### src/rtl/sparc_rst_seq_pkg.sv
// Shared state encoding and default delay settings for the multi-core SPARC reset sequencer.
package sparc_rst_seq_pkg;

    localparam int ST_W = 3;

    typedef enum logic [ST_W-1:0] {
        ST_OFF  = 3'd0,
        ST_WAIT = 3'd1,
        ST_SEQ  = 3'd2,
        ST_RUN  = 3'd3,
        ST_WARM = 3'd4
    } state_e;

    localparam logic [ST_W-1:0] S_OFF  = ST_OFF;
    localparam logic [ST_W-1:0] S_WAIT = ST_WAIT;
    localparam logic [ST_W-1:0] S_SEQ  = ST_SEQ;
    localparam logic [ST_W-1:0] S_RUN  = ST_RUN;
    localparam logic [ST_W-1:0] S_WARM = ST_WARM;

    localparam int DEF_N_CORES      = 4;
    localparam int DEF_CNT_W        = 8;
    localparam int DEF_CKEN_DLY     = 21;
    localparam int DEF_PRE_GRST_DLY = 61;
    localparam int DEF_GRST_DLY     = 121;
    localparam int DEF_STAGGER      = 8;
    localparam int DEF_WARM_HOLD    = 60;

    function automatic logic fits_cnt(input int value, input int cnt_w);
        return (value >= 0) && (value < (1 << cnt_w));
    endfunction

endpackage

### src/rtl/sparc_rst_seq_if.sv
// Per-core enable/warm-reset handshake and reset/clock-enable outputs of the sequencer.
interface sparc_rst_seq_if #(
    parameter int N_CORES = 4
);
    logic [N_CORES-1:0] core_en;
    logic [N_CORES-1:0] warm_rst_req;
    logic [N_CORES-1:0] warm_rst_ack;
    logic [N_CORES-1:0] cmp_arst_l;
    logic [N_CORES-1:0] adbginit_l;
    logic [N_CORES-1:0] cluster_cken;
    logic [N_CORES-1:0] ctu_tst_pre_grst_l;
    logic [N_CORES-1:0] cmp_grst_l;
    logic [N_CORES-1:0] gdbginit_l;
    logic               all_ready;

    modport master (
        output core_en, warm_rst_req,
        input  warm_rst_ack, cmp_arst_l, adbginit_l, cluster_cken,
               ctu_tst_pre_grst_l, cmp_grst_l, gdbginit_l, all_ready
    );

    modport slave (
        input  core_en, warm_rst_req,
        output warm_rst_ack, cmp_arst_l, adbginit_l, cluster_cken,
               ctu_tst_pre_grst_l, cmp_grst_l, gdbginit_l, all_ready
    );
endinterface

### src/rtl/sparc_rst_seq_core.sv
// One core's reset FSM, shared phase counter and registered reset/cken outputs.
//   state | meaning
//   OFF   | core disabled or board reset; every output low
//   WAIT  | stagger delay, cnt runs to IDX*STAGGER
//   SEQ   | arst released; cken, pre_grst, grst released as cnt climbs
//   RUN   | core fully out of reset
//   WARM  | grst held low for WARM_HOLD cycles, clocks and arst stay up
module sparc_rst_seq_core
    import sparc_rst_seq_pkg::*;
#(
    parameter int IDX          = 0,
    parameter int CNT_W        = DEF_CNT_W,
    parameter int CKEN_DLY     = DEF_CKEN_DLY,
    parameter int PRE_GRST_DLY = DEF_PRE_GRST_DLY,
    parameter int GRST_DLY     = DEF_GRST_DLY,
    parameter int STAGGER      = DEF_STAGGER,
    parameter int WARM_HOLD    = DEF_WARM_HOLD
) (
    input  logic gclk,
    input  logic reset,
    input  logic en,
    input  logic req,
    output logic ack,
    output logic arst_l,
    output logic cken,
    output logic pre_grst_l,
    output logic grst_l
);

    localparam logic [CNT_W-1:0] WAIT_TC = CNT_W'(IDX * STAGGER);
    localparam logic [CNT_W-1:0] CKEN_TC = CNT_W'(CKEN_DLY);
    localparam logic [CNT_W-1:0] PRE_TC  = CNT_W'(PRE_GRST_DLY);
    localparam logic [CNT_W-1:0] SEQ_TC  = CNT_W'(GRST_DLY - 1);
    localparam logic [CNT_W-1:0] WARM_TC = CNT_W'(WARM_HOLD - 1);
    localparam logic [CNT_W-1:0] CNT_ONE = CNT_W'(1);

    logic [ST_W-1:0]  state_q, state_d;
    logic [CNT_W-1:0] cnt_q, cnt_d;
    logic             warm_exit_q, warm_exit_d;
    logic             ack_q, ack_d;
    logic             arst_q, arst_d;
    logic             cken_q, cken_d;
    logic             pre_q, pre_d;
    logic             grst_q, grst_d;
    logic             in_seq, in_up;

    assign in_seq = (state_q == S_SEQ);
    assign in_up  = (state_q == S_RUN) || (state_q == S_WARM);

    always_comb begin
        state_d     = state_q;
        cnt_d       = cnt_q;
        warm_exit_d = 1'b0;
        if (!en) begin
            state_d = S_OFF;
            cnt_d   = '0;
        end else begin
            case (state_q)
                S_OFF: begin
                    state_d = S_WAIT;
                    cnt_d   = '0;
                end
                S_WAIT: begin
                    if (cnt_q == WAIT_TC) begin
                        state_d = S_SEQ;
                        cnt_d   = '0;
                    end else begin
                        cnt_d = cnt_q + CNT_ONE;
                    end
                end
                // cnt lands on GRST_DLY as RUN is entered and is left there
                S_SEQ: begin
                    cnt_d = cnt_q + CNT_ONE;
                    if (cnt_q == SEQ_TC) state_d = S_RUN;
                end
                S_RUN: begin
                    if (req) begin
                        state_d = S_WARM;
                        cnt_d   = '0;
                    end
                end
                S_WARM: begin
                    if (cnt_q == WARM_TC) begin
                        state_d     = S_RUN;
                        warm_exit_d = 1'b1;
                    end else begin
                        cnt_d = cnt_q + CNT_ONE;
                    end
                end
                default: begin
                    state_d = S_OFF;
                    cnt_d   = '0;
                end
            endcase
        end
    end

    // Outputs decode the registered state; ack is delayed one cycle so it lines up with grst_l rising.
    always_comb begin
        arst_d = en && (in_seq || in_up);
        cken_d = en && ((in_seq && (cnt_q >= CKEN_TC)) || in_up);
        pre_d  = en && ((in_seq && (cnt_q >= PRE_TC)) || in_up);
        grst_d = en && (state_q == S_RUN);
        ack_d  = en && warm_exit_q;
    end

    always_ff @(posedge gclk) begin
        if (reset) begin
            state_q     <= S_OFF;
            cnt_q       <= '0;
            warm_exit_q <= 1'b0;
            ack_q       <= 1'b0;
            arst_q      <= 1'b0;
            cken_q      <= 1'b0;
            pre_q       <= 1'b0;
            grst_q      <= 1'b0;
        end else begin
            state_q     <= state_d;
            cnt_q       <= cnt_d;
            warm_exit_q <= warm_exit_d;
            ack_q       <= ack_d;
            arst_q      <= arst_d;
            cken_q      <= cken_d;
            pre_q       <= pre_d;
            grst_q      <= grst_d;
        end
    end

    assign ack        = ack_q;
    assign arst_l     = arst_q;
    assign cken       = cken_q;
    assign pre_grst_l = pre_q;
    assign grst_l     = grst_q;

endmodule

### src/rtl/sparc_rst_seq.sv
// Multi-core SPARC reset/clock-enable sequencer: one staggered FSM per core plus all_ready.
// Define RST_SEQ_REQ_SYNC_EN to pass core_en and warm_rst_req through 2-flop gclk synchronizers.
module sparc_rst_seq
    import sparc_rst_seq_pkg::*;
#(
    parameter int N_CORES      = DEF_N_CORES,
    parameter int CNT_W        = DEF_CNT_W,
    parameter int CKEN_DLY     = DEF_CKEN_DLY,
    parameter int PRE_GRST_DLY = DEF_PRE_GRST_DLY,
    parameter int GRST_DLY     = DEF_GRST_DLY,
    parameter int STAGGER      = DEF_STAGGER,
    parameter int WARM_HOLD    = DEF_WARM_HOLD
) (
    input  logic             gclk,
    input  logic             reset,
    sparc_rst_seq_if.slave   bus
);

    if (!(CKEN_DLY < PRE_GRST_DLY && PRE_GRST_DLY < GRST_DLY && fits_cnt(GRST_DLY, CNT_W)))
    begin : g_bad_dly
        $fatal(1, "sparc_rst_seq: need CKEN_DLY < PRE_GRST_DLY < GRST_DLY < 2**CNT_W");
    end
    if (!fits_cnt((N_CORES - 1) * STAGGER, CNT_W)) begin : g_bad_stagger
        $fatal(1, "sparc_rst_seq: (N_CORES-1)*STAGGER must fit in CNT_W bits");
    end
    if (WARM_HOLD < 1 || !fits_cnt(WARM_HOLD, CNT_W)) begin : g_bad_warm
        $fatal(1, "sparc_rst_seq: WARM_HOLD must be in 1 .. 2**CNT_W-1");
    end

    logic [N_CORES-1:0] core_en_i, req_i;
    logic [N_CORES-1:0] ack_v, arst_v, cken_v, pre_v, grst_v;
    logic               all_ready_q, all_ready_d;

`ifdef RST_SEQ_REQ_SYNC_EN
    logic [N_CORES-1:0] en_s1_q, en_s1_d, en_s2_q, en_s2_d;
    logic [N_CORES-1:0] req_s1_q, req_s1_d, req_s2_q, req_s2_d;

    always_comb begin
        en_s1_d  = bus.core_en;
        en_s2_d  = en_s1_q;
        req_s1_d = bus.warm_rst_req;
        req_s2_d = req_s1_q;
    end

    always_ff @(posedge gclk) begin
        if (reset) begin
            en_s1_q  <= '0;
            en_s2_q  <= '0;
            req_s1_q <= '0;
            req_s2_q <= '0;
        end else begin
            en_s1_q  <= en_s1_d;
            en_s2_q  <= en_s2_d;
            req_s1_q <= req_s1_d;
            req_s2_q <= req_s2_d;
        end
    end

    assign core_en_i = en_s2_q;
    assign req_i     = req_s2_q;
`else
    assign core_en_i = bus.core_en;
    assign req_i     = bus.warm_rst_req;
`endif

    for (genvar i = 0; i < N_CORES; i++) begin : g_core
        sparc_rst_seq_core #(
            .IDX          (i),
            .CNT_W        (CNT_W),
            .CKEN_DLY     (CKEN_DLY),
            .PRE_GRST_DLY (PRE_GRST_DLY),
            .GRST_DLY     (GRST_DLY),
            .STAGGER      (STAGGER),
            .WARM_HOLD    (WARM_HOLD)
        ) u_core (
            .gclk       (gclk),
            .reset      (reset),
            .en         (core_en_i[i]),
            .req        (req_i[i]),
            .ack        (ack_v[i]),
            .arst_l     (arst_v[i]),
            .cken       (cken_v[i]),
            .pre_grst_l (pre_v[i]),
            .grst_l     (grst_v[i])
        );
    end

    // grst_v is already registered, so all_ready trails the last core's RUN by one cycle.
    always_comb begin
        all_ready_d = (&(~core_en_i | grst_v)) & (|core_en_i);
    end

    always_ff @(posedge gclk) begin
        if (reset) all_ready_q <= 1'b0;
        else       all_ready_q <= all_ready_d;
    end

    assign bus.warm_rst_ack       = ack_v;
    assign bus.cmp_arst_l         = arst_v;
    assign bus.adbginit_l         = arst_v;
    assign bus.cluster_cken       = cken_v;
    assign bus.ctu_tst_pre_grst_l = pre_v;
    assign bus.cmp_grst_l         = grst_v;
    assign bus.gdbginit_l         = grst_v;
    assign bus.all_ready          = all_ready_q;

endmodule

### src/flat_wrapper.sv
// flat-port wrapper written by rule: the top's interface ports become plain ports
module sparc_rst_seq_flat import sparc_rst_seq_pkg::*;
#(
    parameter int N_CORES      = DEF_N_CORES,
    parameter int CNT_W        = DEF_CNT_W,
    parameter int CKEN_DLY     = DEF_CKEN_DLY,
    parameter int PRE_GRST_DLY = DEF_PRE_GRST_DLY,
    parameter int GRST_DLY     = DEF_GRST_DLY,
    parameter int STAGGER      = DEF_STAGGER,
    parameter int WARM_HOLD    = DEF_WARM_HOLD
)
  (gclk, reset, bus_core_en, bus_warm_rst_req, bus_warm_rst_ack, bus_cmp_arst_l, bus_adbginit_l, bus_cluster_cken, bus_ctu_tst_pre_grst_l, bus_cmp_grst_l, bus_gdbginit_l, bus_all_ready);
  sparc_rst_seq_if #(.N_CORES(N_CORES)) bus_i ();
  input  logic gclk;
  input  logic reset;
  input wire logic [$bits(bus_i.core_en)-1:0] bus_core_en;
  input wire logic [$bits(bus_i.warm_rst_req)-1:0] bus_warm_rst_req;
  output wire logic [$bits(bus_i.warm_rst_ack)-1:0] bus_warm_rst_ack;
  output wire logic [$bits(bus_i.cmp_arst_l)-1:0] bus_cmp_arst_l;
  output wire logic [$bits(bus_i.adbginit_l)-1:0] bus_adbginit_l;
  output wire logic [$bits(bus_i.cluster_cken)-1:0] bus_cluster_cken;
  output wire logic [$bits(bus_i.ctu_tst_pre_grst_l)-1:0] bus_ctu_tst_pre_grst_l;
  output wire logic [$bits(bus_i.cmp_grst_l)-1:0] bus_cmp_grst_l;
  output wire logic [$bits(bus_i.gdbginit_l)-1:0] bus_gdbginit_l;
  output wire logic [$bits(bus_i.all_ready)-1:0] bus_all_ready;
  assign bus_i.core_en = bus_core_en;
  assign bus_i.warm_rst_req = bus_warm_rst_req;
  assign bus_warm_rst_ack = bus_i.warm_rst_ack;
  assign bus_cmp_arst_l = bus_i.cmp_arst_l;
  assign bus_adbginit_l = bus_i.adbginit_l;
  assign bus_cluster_cken = bus_i.cluster_cken;
  assign bus_ctu_tst_pre_grst_l = bus_i.ctu_tst_pre_grst_l;
  assign bus_cmp_grst_l = bus_i.cmp_grst_l;
  assign bus_gdbginit_l = bus_i.gdbginit_l;
  assign bus_all_ready = bus_i.all_ready;
  sparc_rst_seq #(.N_CORES(N_CORES), .CNT_W(CNT_W), .CKEN_DLY(CKEN_DLY), .PRE_GRST_DLY(PRE_GRST_DLY), .GRST_DLY(GRST_DLY), .STAGGER(STAGGER), .WARM_HOLD(WARM_HOLD)) u_core (.gclk(gclk), .reset(reset), .bus(bus_i));
endmodule
### config.mk
export PLATFORM = sky130hd
export DESIGN_NAME = sparc_rst_seq_flat
export DESIGN_NICKNAME = d
export VERILOG_FILES = /design/src/rtl/sparc_rst_seq_pkg.sv /design/src/rtl/sparc_rst_seq_if.sv /design/src/rtl/sparc_rst_seq_core.sv /design/src/rtl/sparc_rst_seq.sv /design/src/flat_wrapper.sv
export SDC_FILE = /design/constraint.sdc
export NUM_CORES = 1
export LEC_CHECK = 0
export ABC_AREA = 1
export CORE_MARGIN = 4
export CORE_UTILIZATION = 60
export DETAILED_ROUTE_END_ITERATION = 8
export PLACE_DENSITY = 0.91
export SYNTH_ARGS = -nofsm -noshare
export SYNTH_HDL_FRONTEND = slang
export SYNTH_HIERARCHICAL = 1
export SYNTH_SLANG_ARGS = --single-unit
### constraint.sdc
create_clock -name gclk -period 2.8 [get_ports gclk]
set_input_delay 0.56 -clock gclk [delete_from_list [all_inputs] [get_ports gclk]]
set_output_delay 0.56 -clock gclk [all_outputs]
set_load 0.02 [all_outputs]
# == Word level (Yosys, flattened, before mapping) ==
# Index checks and enable logic that the tools add are counted.
# classes
addsub,4
order_cmp,8
n_eq_ne,47
mux,40
bitwise,11
n_reduce_logical,67
# op_table
op,count
$pmux 8 s4,4
$mux 8,12
$pmux 3 s5,4
$mux 3,16
$add 8x1->8 const B,4
$eq 8x6->1 const B,4
$eq 8x7->1 const B,4
$ge 8x5->1 const B,4
$ge 8x6->1 const B,4
$logic_and 1x1->1,28
$eq 3x2->1 const B,8
$ne 2x2->1 const B,12
$reduce_and 4->1,5
$eq 8x5->1 const B,2
$logic_or 1x1->1,16
$ne 2x1->1 const B,8
$eq 3x1->1 const B,4
$eq 3x3->1 const B,4
$logic_not 3->1,4
$reduce_or 3->1,4
$eq 8x4->1 const B,1
$logic_not 8->1,1
$not 1->1,8
$reduce_and 2->1,4
6 further kinds,12
# word_totals
register_bits,69
inputBits,10
wordCells,210

# == Depth between registers and ports, before layout ==
# depth
word_depth,4
mapped_depth,11
depth_no_buf,11

# == Cells and area by module ==
# Netlist, hierarchy kept.
# modules_own_cells
mod,instances,cells_each,area_each_um2,seq_area_each_um2
sparc_rst_seq_core (u_core.g_core[2].u_core),1,154,1052.3,340.3
sparc_rst_seq_core (u_core.g_core[1].u_core),1,154,1021.0,340.3
sparc_rst_seq_core (u_core.g_core[0].u_core),1,157,1018.5,340.3
sparc_rst_seq_core (u_core.g_core[3].u_core),1,149,964.7,340.3
sparc_rst_seq,1,23,141.4,20.0

# == Worst setup path before layout ==
# Ideal clock, no wire load.
# synth_timing
kind,register -> register
startpoint,reg u_core.g_core[0].u_core.cnt_q[0]
endpoint,reg u_core.g_core[0].u_core.cnt_q[1]
setup_time_ps,119
arrival_time_ps,1301
t_required_ps,2681
setup_slack_ps,1380
stages_incl_launch_ff,9
period_less_slack_ps,1420
path_cell_list,dfxtp_1 -> ha_1 -> inv_1 -> nor2_1 -> nand3_2 -> nand2_4 -> nand2_1 -> o21ai_0 -> nor2_1
# synth_between
elab_chain_cells,3
elab_cells_between_ends,8
# synth_rtl
element,line,rtl
start: declaration,sparc_rst_seq_core.sv:38,"logic [CNT_W-1:0] cnt_q, cnt_d;"
start signal: assignment,sparc_rst_seq_core.sv:119,cnt_q <= cnt_d;
$add 8x1->8 (tied with other cells),"sparc_rst_seq_core.sv:68, sparc_rst_seq_core.sv:73, sparc_rst_seq_core.sv:87",
$mux 8 (tied with other cells),sparc_rst_seq_core.sv:83,if (cnt_q == WARM_TC) begin
$pmux 8 s4 / $reduce_and 2->1 (equally long branches),-,
# Several ways; a longest one is shown, not always the timed one. The select of a mux whose other input is x is not followed.
# A chain may end at the register's enable or synchronous reset.

# == Worst setup path after layout ==
# layout_timing
startpoint,reg u_core.g_core[3].u_core.grst_q
endpoint,out bus_gdbginit_l[3]
# layout_lines
element,line,rtl
start: declaration,sparc_rst_seq_core.sv:44,"logic grst_q, grst_d;"
start signal: assignment,sparc_rst_seq_core.sv:125,grst_q <= grst_d;
end: declaration,flat_wrapper.sv:24,output wire logic [$bits(bus_i.gdbginit_l)-1:0] bus_gdbginit_l;
# No word-level cell between the ends.

==> run summary <==
Multi-input gate area - 2390 µm²
Syn nets - 659
Family with the most delay on the worst path - buffers and inverters
DP Cell Count - 761
Initial DRC Count - 212
CTS root buffer - clkbuf_8
Post-CTS Hold Buffers - 0
Sequential area share after synthesis - 0.329
Peak supply drop - 0.257 mV
Cells on worst reg2reg path - 8
Setup CP Type - register to primary output
FF-to-FF Start - u_core/g_core[0].u_core/cnt_q[0]$_SDFFE_PP0P_
Leakage power - 0.00203 µW
M2 GR Usage - 0.413
Final ANT Viol Nets - 0
Compound-gate portion of the synthesized area - 0.108
GP Congestion - 0.962
Fmax - 508 MHz
Initial Util - 0.618
CP Buf/Inv Count - 1
Vias - 4167
Vias in the first global route - 3944
Crit Path Max Fanout - 3
Critical Path RT - 2.24 ns
Clk sinks - 69
Final period util - 0.703
Mapped Cells - 637
Initial antenna violation count - 0
RSZ-0062 raised after global routing - false
Total power - 2230 µW
Power Density - 461 nW/µm²
Drt total wl - 9780 µm
Final hold vios - 0
Post-route DRC - 0
WP data arrival - 1.41 ns
Die Ht - 91.6 µm
Worst Hold Depth - 2
Post CTS Setup Buffer Count - 0
Fin area - 4830 µm²
Largest net degree at the start of global routing - 14
Slew Viols, Final - 0
Pre-antenna DRT Iters - 5
Site Rows - 30
Worst setup SP type - register
I/O pin cnt - 39
Placed Area - 4630 µm²
H-tree depth - 3
Reg-to-reg slack, setup - 1.02 ns
Reg-to-Reg End - u_core/g_core[0].u_core/cnt_q[1]$_SDFFE_PP0P_
HP Start - u_core/g_core[2].u_core/warm_exit_q$_SDFF_PP0_
Synth area leaders - dfxtp_1 33%, nand2_1 13%, nor2_1 10%
Worst-Margin Slew - 0.488 ns
Met3 Use GR - 0.0500
Layout cells sized above 1 - 0.151
Cell Chain, Critical Path - clkdlybuf4s50_1
Adder-cell share of the synthesized area - 0.0358
XOR/XNOR Fraction of Synth Area - 0.00417
Max-slew headroom - 0.673
Tmin final - 1.97 ns
Slowest cell on crit path - clkdlybuf4s50_1
Yosys top cell area share - 0.329
Clk slew on worst S/H paths - 0.08 ns
CTS tree - built
Post-CTS resize count - 0
N_diodes - 0
Non-Filler Instances - 777
Crit. End Element - primary output
Clk_lat worst skew - 0.34 ns
DR WL/cell - 12.6 µm
Die span in x - 91.6 µm
Area leader, netlist - dfxtp_1
# Max-Cap Violations - 0
Grt peak-use layer - met2
Post-synthesis mux area share - 0
CTS max path bufs - 2
YS warnings - 6
Synthesized flop and latch total - 69
Clock Skew - 0.00612 ns
Simple-Gate Fraction of Synth Area - 0.421
Core ar. - 6790 µm²
Grt met1 use - 0.288
Vias/cell - 5.36
Area taken by flip-flops and latches - 1380 µm²
Post-Syn Area - 4200 µm²
Status - complete, no violations
Pre-CTS WS - 0.669 ns
Final WS setup - 0.832 ns
Critical path's largest stage delay - 0.65 ns
Fillers - 531
Die area - 8400 µm²
P&R area growth vs syn - 15.2%
Final-report setup violation count - 0
GRT Resource Usage Total - 0.240
Grt ovf - 0
Netlist cell types - 30
Number of port buffers - 38
Nets - 698
Average cell area after synthesis - 6.59 µm²
CTS buffer count - 9
First-pass GRT wire length - 16800 µm
Largest family of logic cells by synthesized area - simple AND/OR/NAND/NOR gates
Setup TNS - 0 ns
Detailed Place HPWL - 7380 µm
Hold Path Class - register to register
Worst Hold End - u_core/g_core[2].u_core/ack$_SDFF_PP0_
-- area by class of cell --
class                      instances  share of cell area
clock inverter                     6              0.0148
clock buffer                      10              0.0285
tap                               96              0.0248
timing repair buffer              38              0.0787
sequential                        69               0.286
inverter                          94              0.0735
multi-input combinational        464               0.494
-- routing by layer --
layer	vias up	wire (µm)
met4	0	250
met5	-	0
met3	35	625
li1	2087	-
met1	1870	3980
met2	175	4920
-- through the flow --
step / utilization / hold slack [ns]
2_1_floorplan: - / 0.402
3_3_place_gp: 0.681 / 0.417
3_5_place_dp: 0.681 / 0.418
4_1_cts: 0.712 / 0.430
5_1_grt: 0.712 / 0.462
6_report: 0.712 / 0.427
-- cells in the final DEF, fill, tap and decap left out, types with 2 or more instances in the layout --
master / netlist / final
o21ai_0: 14 / 14
inv_2: 24 / 24
nor3_1: 2 / 2
nor3_2: 3 / 3
a21oi_1: 36 / 36
inv_1: 68 / 68
clkbuf_8: 0 / 10
nor3_4: 2 / 2
nand2_2: 10 / 10
nand2_4: 5 / 5
nand3_2: 8 / 8
nand3_4: 2 / 2
dfxtp_1: 69 / 69
o21ai_2: 6 / 6
clkinv_4: 0 / 2
clkinvlp_4: 0 / 2
nand3_1: 51 / 51
nor2_2: 17 / 17
o21bai_1: 5 / 5
nand2_1: 146 / 146
ha_1: 12 / 12
nor2_1: 112 / 112
clkdlybuf4s50_1: 0 / 38
nor2_4: 6 / 6
nand4_1: 10 / 10
a21oi_2: 3 / 3
xor2_1: 2 / 2
o211ai_1: 10 / 10
-- where the power goes --
part           switching [µW]  total, µW  internal, µW
clock                     394        835           441
sequential               36.7       1050          1010
combinational             224        347           123
total                     655       2230          1570
-- cells in the mapped netlist --
library cell	number
a21oi_1	36
o211ai_1	10
o21ai_2	6
inv_4	1
nor2_1	112
o21ai_1	1
clkinv_1	1
o21bai_1	5
ha_1	12
nor2_4	6
nand2_1	146
nand3_4	2
buf_2	1
nand2_4	5
inv_1	68
dfxtp_1	69
nor3_2	3
nor3_1	2
inv_2	24
nor2_2	17
buf_4	9
o21ai_0	14
nand4_1	10
nor3_4	2
nand3_2	8
nand3_1	51
a21oi_2	3
o31ai_1	1
xor2_1	2
nand2_2	10
-- state kept, by name, indices dropped and copies added, names as in the netlist --
register,count
u_core/g_core.u_core/pre_grst_l,4
u_core/g_core.u_core/arst_l,4
u_core/g_core.u_core/cnt_q,32
u_core/bus.all_ready,1
u_core/g_core.u_core/warm_exit_q,4
u_core/g_core.u_core/ack,4
u_core/g_core.u_core/grst_l,4
u_core/g_core.u_core/state_q,12
u_core/g_core.u_core/cken,4
-- cells by family after synthesis --
group / after synthesis
and+or+nand+nor: 374
AOI/OAI and AO/OA: 76
xor gates and xnor gates: 2
adders and majority gates: 12
buffers and inverters: 104
DFF: 69
-- worst max path at each step --
stage / startpoint / to / slack [ns] / depth (start not counted)
finish: u_core/g_core[3].u_core/grst_l$_SDFF_PP0_ / bus_gdbginit_l[3] / 0.83 / 1
global route: u_core/g_core[3].u_core/grst_l$_SDFF_PP0_ / bus_cmp_grst_l[3] / 0.80 / 1
floorplan: u_core/g_core[0].u_core/cnt_q[0]$_SDFFE_PP0P_ / u_core/g_core[0].u_core/cnt_q[1]$_SDFFE_PP0P_ / 1.38 / 8
global placement: reset / u_core/g_core[0].u_core/arst_l$_SDFF_PP0_ / 0.76 / 4
detailed placement: reset / u_core/g_core[0].u_core/arst_l$_SDFF_PP0_ / 0.67 / 4
CTS: u_core/g_core[3].u_core/grst_l$_SDFF_PP0_ / bus_gdbginit_l[3] / 0.82 / 1
Note: power is estimated with default switching activity, not from simulation.
